`config.mk`:
```
export PLATFORM = sky130hd
export DESIGN_NAME = keypad_scanner
export DESIGN_NICKNAME = d
export VERILOG_FILES = /design/src/rtl/gpio_pkg.sv /design/src/rtl/keypad_fifo.sv /design/src/rtl/keypad_scanner.sv
export SDC_FILE = /design/constraint.sdc
export NUM_CORES = 1
export LEC_CHECK = 0
export ABC_CLOCK_PERIOD_IN_PS = 23100
export CAP_MARGIN = 0
export CORE_ASPECT_RATIO = 2
export CORE_UTILIZATION = 53
export DETAILED_ROUTE_END_ITERATION = 10
export DONT_BUFFER_PORTS = 1
export PLACE_DENSITY = 0.68
export SLEW_MARGIN = 40
export SYNTH_ARGS = -nofsm -noshare
export SYNTH_HDL_FRONTEND = slang
export SYNTH_SLANG_ARGS = --single-unit
```
`constraint.sdc`:
```
create_clock -name clk -period 23.1 [get_ports clk]
set_input_delay 4.62 -clock clk [delete_from_list [all_inputs] [get_ports clk]]
set_output_delay 4.62 -clock clk [all_outputs]
set_load 0.005 [all_outputs]
```
`src/rtl/gpio_pkg.sv`:
```
// Shared types and constants for the GPIO-side keypad logic.
package gpio_pkg;

    localparam int KP_ROWS = 4;
    localparam int KP_COLS = 4;

    typedef logic [3:0] key_code_t;

    typedef enum logic [1:0] {
        KP_IDLE,
        KP_DEBOUNCE,
        KP_PRESSED,
        KP_RELEASE
    } kp_state_e;

endpackage

```
`src/rtl/keypad_fifo.sv`:
```
// Key-code queue with a registered head (valid/code) so the consumer sees flop outputs.
module keypad_fifo
    import gpio_pkg::*;
#(
    parameter int DEPTH = 4
) (
    input  logic      clk,
    input  logic      resetn,
    input  logic      push,
    input  key_code_t push_code,
    output logic      full,
    output logic      head_valid,
    output key_code_t head_code,
    input  logic      head_ready
);

    localparam int AW = $clog2(DEPTH);
    localparam int PW = AW + 1;

    key_code_t     mem [DEPTH];
    logic [PW-1:0] wr_ptr_reg;
    logic [PW-1:0] rd_ptr_reg;
    logic [PW-1:0] wr_ptr_next;
    logic [PW-1:0] rd_ptr_next;
    logic          head_valid_reg;
    key_code_t     head_code_reg;
    logic          do_pop;
    logic          do_push;

    assign full        = (wr_ptr_reg[AW] != rd_ptr_reg[AW]) &&
                         (wr_ptr_reg[AW-1:0] == rd_ptr_reg[AW-1:0]);
    assign do_pop      = head_valid_reg && head_ready;
    assign do_push     = push && (!full || do_pop);
    assign wr_ptr_next = wr_ptr_reg + PW'(do_push);
    assign rd_ptr_next = rd_ptr_reg + PW'(do_pop);

    always_ff @(posedge clk) begin
        if (do_push) begin
            mem[wr_ptr_reg[AW-1:0]] <= push_code;
        end
    end

    // The next head either comes from storage or, when the queue drains to
    // exactly the slot being written this cycle, straight from the push data.
    always_ff @(posedge clk or negedge resetn) begin
        if (!resetn) begin
            wr_ptr_reg     <= '0;
            rd_ptr_reg     <= '0;
            head_valid_reg <= 1'b0;
            head_code_reg  <= '0;
        end else begin
            wr_ptr_reg     <= wr_ptr_next;
            rd_ptr_reg     <= rd_ptr_next;
            head_valid_reg <= (wr_ptr_next != rd_ptr_next);
            if (do_push && (rd_ptr_next == wr_ptr_reg)) begin
                head_code_reg <= push_code;
            end else if (wr_ptr_next != rd_ptr_next) begin
                head_code_reg <= mem[rd_ptr_next[AW-1:0]];
            end
        end
    end

    assign head_valid = head_valid_reg;
    assign head_code  = head_code_reg;

endmodule

```
`src/rtl/keypad_scanner.sv`:
```
// 4x4 matrix keypad scanner: column drive, row sampling, scan-level debounce
// and a queue of debounced key codes with a sticky overflow flag.
module keypad_scanner
    import gpio_pkg::*;
#(
    parameter int SCAN_DIV       = 1000,
    parameter int DEBOUNCE_SCANS = 4,
    parameter int FIFO_DEPTH     = 4
) (
    input  logic       clk,
    input  logic       resetn,
    output logic [3:0] btn_key_col,
    input  logic [3:0] btn_key_row,
    output logic       key_valid,
    output logic [3:0] key_code,
    input  logic       key_ready,
    output logic       key_down,
    output logic       overflow,
    input  logic       ovf_clr
);

    localparam int DW   = $clog2(SCAN_DIV);
    localparam int CW   = $clog2(DEBOUNCE_SCANS + 1);
    localparam int KEYS = KP_ROWS * KP_COLS;

    logic [3:0]      row_meta_reg;
    logic [3:0]      row_sync_reg;
    logic [DW-1:0]   dwell_reg;
    logic [1:0]      col_reg;
    logic [KEYS-1:0] map_reg;
    logic [KEYS-1:0] map_next;
    kp_state_e       state_reg;
    logic [CW-1:0]   cnt_reg;
    logic [CW-1:0]   cnt_inc;
    key_code_t       cand_reg;
    logic            key_down_reg;
    logic            overflow_reg;

    logic            sample_now;
    logic            scan_done;
    logic [4:0]      ones;
    logic            scan_none;
    logic            scan_single;
    key_code_t       scan_key;
    logic            cnt_final;
    logic            push_req;
    logic            fifo_full;
    logic            drop;

    assign sample_now = (dwell_reg == DW'(SCAN_DIV - 1));
    assign scan_done  = sample_now && (col_reg == 2'd3);

    for (genvar gi = 0; gi < KP_COLS; gi++) begin : g_col_drive
        assign btn_key_col[gi] = (col_reg != 2'(gi));
    end

    always_ff @(posedge clk or negedge resetn) begin
        if (!resetn) begin
            row_meta_reg <= 4'b1111;
            row_sync_reg <= 4'b1111;
            dwell_reg    <= '0;
            col_reg      <= '0;
            map_reg      <= '0;
        end else begin
            row_meta_reg <= btn_key_row;
            row_sync_reg <= row_meta_reg;
            if (sample_now) begin
                dwell_reg <= '0;
                col_reg   <= col_reg + 2'd1;
            end else begin
                dwell_reg <= dwell_reg + DW'(1);
            end
            map_reg <= scan_done ? '0 : map_next;
        end
    end

    // Classification looks at the map including the column-3 sample taken this cycle.
    always_comb begin
        map_next = map_reg;
        if (sample_now) begin
            for (int r = 0; r < KP_ROWS; r++) begin
                map_next[{2'(r), col_reg}] = ~row_sync_reg[r];
            end
        end
        ones     = '0;
        scan_key = '0;
        for (int k = 0; k < KEYS; k++) begin
            if (map_next[k]) begin
                ones     = ones + 5'd1;
                scan_key = 4'(k);
            end
        end
    end

    assign scan_none   = (ones == 5'd0);
    assign scan_single = (ones == 5'd1);
    assign cnt_inc     = cnt_reg + CW'(1);
    assign cnt_final   = (cnt_inc == CW'(DEBOUNCE_SCANS));

    always_comb begin
        push_req = 1'b0;
        if (scan_done && scan_single) begin
            if (state_reg == KP_IDLE && DEBOUNCE_SCANS == 1) begin
                push_req = 1'b1;
            end else if (state_reg == KP_DEBOUNCE && scan_key == cand_reg && cnt_final) begin
                push_req = 1'b1;
            end
        end
    end

    always_ff @(posedge clk or negedge resetn) begin
        if (!resetn) begin
            state_reg    <= KP_IDLE;
            cnt_reg      <= '0;
            cand_reg     <= '0;
            key_down_reg <= 1'b0;
        end else if (scan_done) begin
            case (state_reg)
                KP_IDLE: begin
                    if (scan_single) begin
                        cand_reg <= scan_key;
                        cnt_reg  <= CW'(1);
                        if (DEBOUNCE_SCANS == 1) begin
                            state_reg    <= KP_PRESSED;
                            key_down_reg <= 1'b1;
                        end else begin
                            state_reg <= KP_DEBOUNCE;
                        end
                    end
                end
                KP_DEBOUNCE: begin
                    if (scan_single && scan_key == cand_reg) begin
                        cnt_reg <= cnt_inc;
                        if (cnt_final) begin
                            state_reg    <= KP_PRESSED;
                            key_down_reg <= 1'b1;
                        end
                    end else begin
                        state_reg <= KP_IDLE;
                    end
                end
                KP_PRESSED: begin
                    if (scan_none) begin
                        cnt_reg <= CW'(1);
                        if (DEBOUNCE_SCANS == 1) begin
                            state_reg    <= KP_IDLE;
                            key_down_reg <= 1'b0;
                        end else begin
                            state_reg <= KP_RELEASE;
                        end
                    end
                end
                KP_RELEASE: begin
                    if (scan_none) begin
                        cnt_reg <= cnt_inc;
                        if (cnt_final) begin
                            state_reg    <= KP_IDLE;
                            key_down_reg <= 1'b0;
                        end
                    end else begin
                        state_reg <= KP_PRESSED;
                    end
                end
                default: begin
                    state_reg    <= KP_IDLE;
                    key_down_reg <= 1'b0;
                end
            endcase
        end
    end

    // A full queue still accepts the push when the consumer pops on the same edge.
    assign drop = push_req && fifo_full && !(key_valid && key_ready);

    always_ff @(posedge clk or negedge resetn) begin
        if (!resetn) begin
            overflow_reg <= 1'b0;
        end else if (drop) begin
            overflow_reg <= 1'b1;
        end else if (ovf_clr) begin
            overflow_reg <= 1'b0;
        end
    end

    keypad_fifo #(
        .DEPTH (FIFO_DEPTH)
    ) u_fifo (
        .clk        (clk),
        .resetn     (resetn),
        .push       (push_req),
        .push_code  (scan_key),
        .full       (fifo_full),
        .head_valid (key_valid),
        .head_code  (key_code),
        .head_ready (key_ready)
    );

    assign key_down = key_down_reg;
    assign overflow = overflow_reg;

endmodule
```
### Word level (Yosys, flattened, before mapping)

Memory sizes are Yosys's and may differ from the RTL's.
Index checks and enable logic that the tools add are counted.

* $add $sub $neg: 20
* order comparisons: 8
* equality and inequality tests: 23
* mux-type cells: 71
* bitwise logic cells: 4
* reduce and logical (&&, ||, !) cells: 28

Operators with widths (number)
* adder 5 x 1 -> 5 bit, second input constant: 15
* 2-to-1 mux 5 bit: 15
* bitwise mux 16 bit: 4
* 2-to-1 mux 4 bit: 16
* 2-to-1 mux 16 bit: 2
* 2-to-1 mux 1 bit: 16
* logical AND 1 bit: 15
* != test 2 bit, second input constant: 7
* 2-to-1 mux 2 bit: 6
* 2-to-1 mux 3 bit: 4
* case mux 3 bit (4 select lines): 1
* adder 10 x 1 -> 10 bit, second input constant: 1
* == test 10 bit, second input constant: 1
* less-than comparator 4 x 5 -> 1 bit, second input constant: 2
* 2-to-1 mux 10 bit: 1
* AND reduction 5 bit: 2
* demux 1 bit (select 2 bit): 4
* >= comparator 4 x 1 -> 1 bit, second input constant: 2
* case mux 2 bit (4 select lines): 1
* nonzero test 2 bit: 4
* adder 3 x 1 -> 3 bit: 2
* == test 2 bit, second input constant: 3
* != test 3 bit, second input constant: 2
* AND reduction 6 bit: 1
* 22 further kinds: 27

* bits in registers: 58
* memory bits (writable): 16
* bits of input ports: 8
* output and inout bits: 11
* logic and storage cells: 169
* memories: 1

Memory list
* u_fifo.mem: words 4, bits a word 4, read ports 1, clocked after memory_dff 0, wr ports 1, line keypad_fifo.sv:20 `key_code_t mem [DEPTH];`

### Depth between registers and ports, before layout

Gate-level depths: netlist of run 1.

* word-level depth: 48
* mapped depth: 64
* depth with buffers taken out: 61

### Cells and area by module

From an unflattened synthesis of run 1, not the netlist that was laid out.

* cell total of the unflattened synthesis: 533
* area, all modules: 5281.3 µm²

Modules (own cells, without submodules)
* keypad_scanner: times used 1, cells an instance 452, area an instance 4063.9 µm², seq. area each 1186.1 µm²
* keypad_fifo: times used 1, cells an instance 81, area an instance 1217.4 µm², seq. area each 755.7 µm²

### Worst setup path after synthesis of run 1

Ideal clock, no wire load.

* path kind: register to register
* start: reg dwell_reg[0]
* end: reg u_fifo.head_code_reg[0] (netlist: u_fifo.head_code[0])
* setup time: 125 ps
* data arrival time: 11553 ps
* data required time: 22975 ps
* path slack: 11422 ps
* cell stages (with the launch flop): 60
* buffers on the path: 3
* period minus slack after synthesis: 11678 ps
* cells stage by stage: dfrtp_1 > ha_1 > and4_1 > buf_6 > nand4_2 > nor2_1 > a21oi_1 > ha_1 > xor2_4 > ha_1 > nand2_1 > nand2_1 > ha_1 > nor2_1 > a31oi_1 > ha_1 > a21o_1 > ha_1 > [... 24 more ...] > inv_1 > ha_1 > nand2_1 > nand3_1 > ha_1 > nand2_1 > or4_1 > mux2_4 > buf_6 > nor4_4 > ha_1 > ha_1 > xor2_1 > xnor2_1 > or3_1 > clkbuf_1 > mux2_2 > mux2_4

* word-level cells in the longest chain between the ends: 40
* elaborated cells between the ends (all ways): 62
* classes of those cells: add/sub (16); eq/ne (4); mux (35); reduce/logical (7)

Ends and longest elaborated chain
* from (decl): line keypad_scanner.sv:28 `logic [DW-1:0] dwell_reg;`
* from (signal assigned): line keypad_scanner.sv:71 `dwell_reg <= dwell_reg + DW'(1);`
* == test 10 bit (*): line keypad_scanner.sv:50 `assign sample_now = (dwell_reg == DW'(SCAN_DIV - 1));`
* 2-to-1 mux 16 bit: line keypad_scanner.sv:80 `if (sample_now) begin`
* 2-to-1 mux 1 bit: line keypad_scanner.sv:88 `if (map_next[k]) begin`
* adder 5 x 1 -> 5 bit: line keypad_scanner.sv:89 `ones = ones + 5'd1;`
* 2-to-1 mux 5 bit: line keypad_scanner.sv:88
* adder 5 x 1 -> 5 bit: line keypad_scanner.sv:89
* 2-to-1 mux 5 bit: line keypad_scanner.sv:88
* adder 5 x 1 -> 5 bit: line keypad_scanner.sv:89
* [... 25 more ...]
* == test 5 x 1 -> 1 bit: line keypad_scanner.sv:96 `assign scan_single = (ones == 5'd1);`
* logical AND 1 bit: line keypad_scanner.sv:102 `if (scan_done && scan_single) begin`
* 2-to-1 mux 1 bit (*): line keypad_scanner.sv:102
* logical AND 1 bit (*): line keypad_fifo.sv:33 `assign do_push = push && (!full || do_pop);`
* adder 3 x 1 -> 3 bit (*): line keypad_fifo.sv:34 `assign wr_ptr_next = wr_ptr_reg + PW'(do_push);`
* named net u_fifo.wr_ptr_next[2]: line keypad_fifo.sv:23 `logic [PW-1:0] wr_ptr_next;`
* != test 3 bit (*): line keypad_fifo.sv:57 `end else if (wr_ptr_next != rd_ptr_next) begin`
* nonzero test 2 bit (no line) (*)
* to (signal assigned): line keypad_fifo.sv:56 `head_code_reg <= push_code;`
* to (signal assigned): line keypad_fifo.sv:58 `head_code_reg <= mem[rd_ptr_next[AW-1:0]];`
* to (decl): line keypad_fifo.sv:26 `key_code_t head_code_reg;`

Mark *: on every way through the listed nets, which the timed path passes. The rest lies on a longest branch.
A chain may end at the register's enable or synchronous reset.

### Worst setup path in the final report of run 1

* start: reg dwell_reg[0]
* end: reg u_fifo.head_code_reg[1] (netlist: u_fifo.head_code[1])

Same word-level chain as after synthesis.

==> metrics.yaml, run 1 <==
status: "complete, no violations"
syn_nets: 549
fillCellCount: 853
required_ps: 23310
critical_path_class: "flip-flop to flip-flop"
reg2reg_slack_ps: 9850
ys_ff_latch: 74
cp_common_cell: "ha_1"
syn_area_per_cell_um2: 10.22
fp.coreArea_um2: 9699
start_util: 0.5436
hpwl_mm: 8.649
antenna_found_initial: 0
slowest_delay_ps: 530
hold_viol: 0
ir_worst_vdd_mv: 0.04918
worstMarginPinSlew_ps: 725.1
wl_per_cell_um: 16.97
startpoint: "dwell_reg[0]"
whs_path_depth: 0
r2r-end: "u_fifo.head_code[1]"
start_kind: "flip-flop"
drive_above_1_share: 0.1481
fin_ws_ps: 9854
async_flop_share: 0.7838
r2r-start: "dwell_reg[0]"
antenna_cells: 0
synth_cells: 516
leakage_nw: 2.689
rsz0062_at_grt: "false"
vias: 3811
grt_pass1_vias: 3875
cts_tree: "yes"
critPathMaxFanout: 12
synth-seq-area-share: 0.3683
power.total_mw: 0.2870
relSlewSlack: 0.5115
worst_hold_path_type: "flip-flop to flip-flop"
switching_share: 0.1910
postCtsHoldBufs: 0
synth-edff-count: 16
track_usage: 0.2362
port_buffers: 0
gp_congestion: 0.8531
worstSetupEndpointType: "flip-flop"
grt_max_degree: 59
drt_first_iter_violations: 208
p_seq_frac: 0.471
pre_cts_ws_ps: 9995
grt_overflow: 0
cts-resized-gates: 0
tns_ps: 0
hold_ws_ps: 356.0
slew_violations: 0
synth_common_cells: "dfrtp_1 (50), nand2_1 (50), nor2_1 (47)"
yosys_warnings: 0
p_comb_frac: 0.002
p_int_mw: 0.2322
clk_pin_slew_ps: 60
place_inst: 636
die_h_um: 143.1
rows: 51
drtPass1Iterations: 4
p_sw_mw: 0.05481
drv_cap: 0
clkSinkCount: 74
timing.final.crit_period_ps: 13250
setup_viol: 0
post_cts_buffers: 0
synthToLayoutAreaGrowth_pct: 8.353
finalClockSkew_ps: 5.557
synthTopCellsByArea: "dfrtp_1 (24%), edfxtp_1 (9.1%), ha_1 (5.9%)"
synth_largest_area_cell: "dfrtp_1"
ant_nets: 0
finalNonFillerCells: 652
slowest_stage: "or4_1"
fin_nets: 548
grt_pass1_wl_mm: 18.49
synth_top_area_frac: 0.2373
htree_num_levels: 3
power_density_nw_per_um2: 50.24
fmax_mhz: 75.49
rr_worst_depth: 58
wl_mm: 11.07
synth_ff_type: "dfrtp_1"
critPathCapture: "u_fifo.head_code[1]"
arrival_ps: 13460
p_clk_frac: 0.527
cts_root_buffer: "clkbuf_16"
via_per_inst: 5.845
die_x_um: 72.53
period_share: 0.5734
netlist_area_um2: 5273
die_area_um2: 10380
yosysUniqueCellTypes: 83
ios: 19
clockBufferDepth: 2
min_from: "row_meta_reg[2]"
cts_inserted_buffers: 9
post-route-drc-count: 0
clk-insertion-delay-late_ps: 330
[per-stage QoR]
step / instance area [um^2] / util
global route: 5713 / 0.5890
finish: 5713 / 0.5890
global placement: 5380 / 0.5547
detailed placement: 5380 / 0.5547
CTS: 5709 / 0.5886
floorplan: 5273 / -
[how the worst min path moves through the flow]
stage	endpoint	slack, ps
2_1_floorplan	row_sync_reg[0]	350
3_3_place_gp	row_sync_reg[0]	350
3_5_place_dp	row_sync_reg[2]	350
4_1_cts	row_sync_reg[2]	360
5_1_grt	row_sync_reg[2]	360
6_report	row_sync_reg[2]	360
[final cells by class]
cell class / instances / area, um^2 / area share
sequential: 74 / 1942 / 0.3399
multi-input combinational: 404 / 3172 / 0.5552
inverter: 24 / 90.09 / 0.01577
timing repair buffer: 2 / 15.01 / 0.002628
tap: 132 / 165.2 / 0.02891
clock buffer: 10 / 239.0 / 0.04183
clock inverter: 6 / 90.09 / 0.01577
[placed cells by master (no fill, tap or decap), types with 4 or more instances in the layout]
cell type,n
a21o_1,6
a21oi_1,26
a31oi_1,5
and2_1,6
and3_1,6
clkbuf_16,9
dfrtp_1,50
dfstp_2,8
edfxtp_1,16
ha_1,25
inv_1,21
mux2_1,4
mux2_2,7
mux2_4,8
mux2i_1,8
mux4_2,4
nand2_1,50
nand2b_1,5
nand3_1,20
nand4_1,6
nor2_1,47
nor2b_1,6
nor3_1,7
o21a_1,4
o21ai_0,16
o21ai_1,5
or3_1,4
xnor2_1,34
xnor2_2,5
xor2_1,17
[metal layers]
layer | vias up | part of all wire | GRT usage
li1 | 1855 | - | -
met1 | 1897 | 0.36 | 0.2245
met2 | 47 | 0.61 | 0.4840
met3 | 12 | 0.016 | 0.02823
met4 | 0 | 0.017 | 0.09288
met5 | - | 0 | 0
[worst max-delay path, delay by kind of cell, from the launching register on]
| kind | cells | cell delay (ps) |
|---|---|---|
| compound gates | 13 | 2240 |
| xor+xnor | 2 | 330 |
| fa+ha+maj | 17 | 4610 |
| buf+inv | 2 | 210 |
| flops | 1 | 390 |
| mux | 5 | 1480 |
| simple gates | 19 | 3830 |
[cell families (layout without fill, tap and decap cells)]
kind of cell | count (synthesis) | after routing | synth area share
AOI/OAI and AO/OA | 95 | 95 | 0.1213
xor gates and xnor gates | 65 | 65 | 0.1419
adders and majority gates | 25 | 25 | 0.05933
buffers and inverters | 38 | 42 | 0.03085
DFF | 74 | 74 | 0.3683
muxes | 32 | 32 | 0.08045
and+or+nand+nor | 187 | 187 | 0.1979
[power by group through the flow]
stage	logic [mW]	registers [mW]	clock network (mW)
2_1_floorplan	0.000545	0.137	0
3_3_place_gp	0.000500	0.137	0
3_5_place_dp	0.000505	0.138	0
4_1_cts	0.000501	0.135	0.155
5_1_grt	0.000562	0.135	0.159
6_report	0.000512	0.135	0.151
Power figures use the tool's default switching activity.
==> run 2: changes to the inputs <==
ABC_CLOCK_PERIOD_IN_PS = 11600   (was 23100)
PLACE_DENSITY = 0.71   (was 0.68)
clock period = 11.6 ns   (was 23.1 ns; I/O delays follow)
==> metrics.yaml, run 2 (same netlist as run 1, synthesis figures left out) <==
antenna_cells: 0  # unchanged
antenna_found_initial: 0  # unchanged
clk-insertion-delay-late_ps: 340  # about the same
cts_tree: "yes"
fp.coreArea_um2: 9699  # unchanged
worstMarginPinSlew_ps: 629.3  # -95.79 ps
path_delay_family: "adder cells"
crit_buf_inv: 4  # +2
slowest_delay_ps: 510  # -20 ps
cts_root_buffer: "clkbuf_16"
grt_max_degree: 59  # unchanged
finalClockSkew_ps: 6.749  # +1.192 ps
critPathMaxFanout: 9  # -3
leakage_nw: 2.778  # +3.3%
grt_pass1_wl_mm: 19.24  # +4.1%
ir_worst_vdd_mv: 0.07787  # +58%
grt_pass1_vias: 4098  # +5.8%
die_h_um: 143.1  # unchanged
tns_ps: 0  # unchanged
final_cell_mix: "nand2_1 (50), dfrtp_1 (50), nor2_1 (45), xnor2_1 (34), buf_4 (33)"
track_usage: 0.2451  # +0.008882
period_share: 0.9564  # +0.3830
rows: 51  # unchanged
power_density_nw_per_um2: 90.78  # +81%
status: "complete, no violations"
worst_hold_path_type: "flip-flop to flip-flop"
ant_nets: 0  # unchanged
cts_inserted_buffers: 9  # unchanged
clk_pin_slew_ps: 60  # about the same
start_util: 0.5436  # unchanged
die_area_um2: 10380  # unchanged
clockBufferDepth: 2  # unchanged
hold_ws_ps: 355.4  # -0.5820 ps
fmax_mhz: 90.13  # +19%
wl_per_cell_um: 17.59  # +3.7%
vias: 4003  # +5.0%
worstSetupEndpointType: "flip-flop"
die_x_um: 72.53  # unchanged
hold_viol: 0  # unchanged
ios: 19  # unchanged
hpwl_mm: 8.975  # +3.8%
fillCellCount: 833  # -2.3%
cp_common_cell: "ha_1"
drtPass1Iterations: 4  # unchanged
grt_overflow: 0  # unchanged
htree_num_levels: 3  # unchanged
slew_violations: 0  # unchanged
setup_viol: 0  # unchanged
fin_util: 0.6215  # +0.03251
slowest_stage: "or4_1"
gp_congestion: 0.9134  # +7.1%
drive_above_1_share: 0.2323  # +0.08423
drt_first_iter_violations: 223  # +7.2%
wl_mm: 12.02  # +8.6%
relSlewSlack: 0.5685  # +0.05696
arrival_ps: 11320  # -2140 ps
required_ps: 11820  # -11,490 ps
fin_nets: 579  # +5.7%
via_per_inst: 5.861  # +0.27%
post-route-drc-count: 0  # unchanged
timing.final.crit_period_ps: 11090  # -2151 ps
port_buffers: 0  # unchanged
clkSinkCount: 74  # unchanged
drv_cap: 0  # unchanged
start_kind: "flip-flop"
critical_path_class: "flip-flop to flip-flop"
synthToLayoutAreaGrowth_pct: 14.33
## run 2: changes by cell type in the layout (fill, tap and decap cells not counted), moves of 2 or more
cell / change
a21oi_1: -4
nor2_2: +2
a21oi_2: +4
clkinvlp_4: +3
ha_1: -7
ha_2: +4
clkinv_4: -2
nor2_1: -2
buf_4: +31
ha_4: +3
## run 2: final timing paths
kind / cells past startpoint / start / to / slack [ps]
worst max-delay path: 52 / dwell_reg[0] / u_fifo.head_code[1] / 510
worst min-delay path: 0 / row_meta_reg[0] / row_sync_reg[0] / 360
worst max register to register: 52 / dwell_reg[0] / u_fifo.head_code[1] / 510
worst min register to register: 0 / row_meta_reg[0] / row_sync_reg[0] / 360
max in group asynchronous: 0 / resetn / row_sync_reg[2] / 9730
min in group asynchronous: 0 / resetn / dwell_reg[8] / 1670
## run 2: repair_timing
item,in CTS,in global routing
hold buffers,0,0
resized for setup,4,20
endpoints found under the hold margin,0,0
pin swaps,0,11
buffers inserted,0,5
endpoints found under the setup margin,4,5
## run 2: power breakdown
part           switching (mW)  internal, mW
combinational        0.000733      0.000315
sequential            0.00149         0.268
clock                   0.112         0.166
## run 2: worst reg2reg max path: cells and delay by family (launching register included)
kind	cells	cell delay, ps
simple gates	14	2520
flops	1	380
xor+xnor	5	1090
fa+ha+maj	14	3780
compound gates	9	1090
buf+inv	4	470
mux	6	1650
## run 2: per-stage QoR
step / setup WS, ps / area (um^2) / instances / total power [mW]
floorplan: 1.765 / 5279 / 516 / 0.2741
global placement: 215.5 / 5582 / 662 / 0.2747
detailed placement: -120.4 / 5582 / 662 / 0.2749
CTS: 2.021 / 5891 / 678 / 0.5497
global route: -66.67 / 6028 / 683 / 0.5609
finish: 505.4 / 6028 / 683 / 0.5473
## run 2: final cells by class
type	instances	area, um^2	share of cell area
well taps	132	165.2	0.02740
repair buffers	33	247.7	0.04110
clock inverters	7	70.07	0.01162
multi-input cells	404	3288	0.5455
inverters	24	90.09	0.01494
clock buffers	9	225.2	0.03736
flip-flops and latches	74	1942	0.3221
## run 2: per-layer routing
layer,GRT usage,wire length [um],vias up
li1,-,-,1924
met1,0.2320,4222,1963
met2,0.4796,7066,78
met3,0.03670,240,38
met4,0.1352,488,0
met5,0,0,-
==> run 3: changes to the inputs <==
GPL_ROUTABILITY_DRIVEN = 0   (was default)
==> results of run 3 <==
Same layout as run 2: the final DEF is identical, and so are final timing and power.
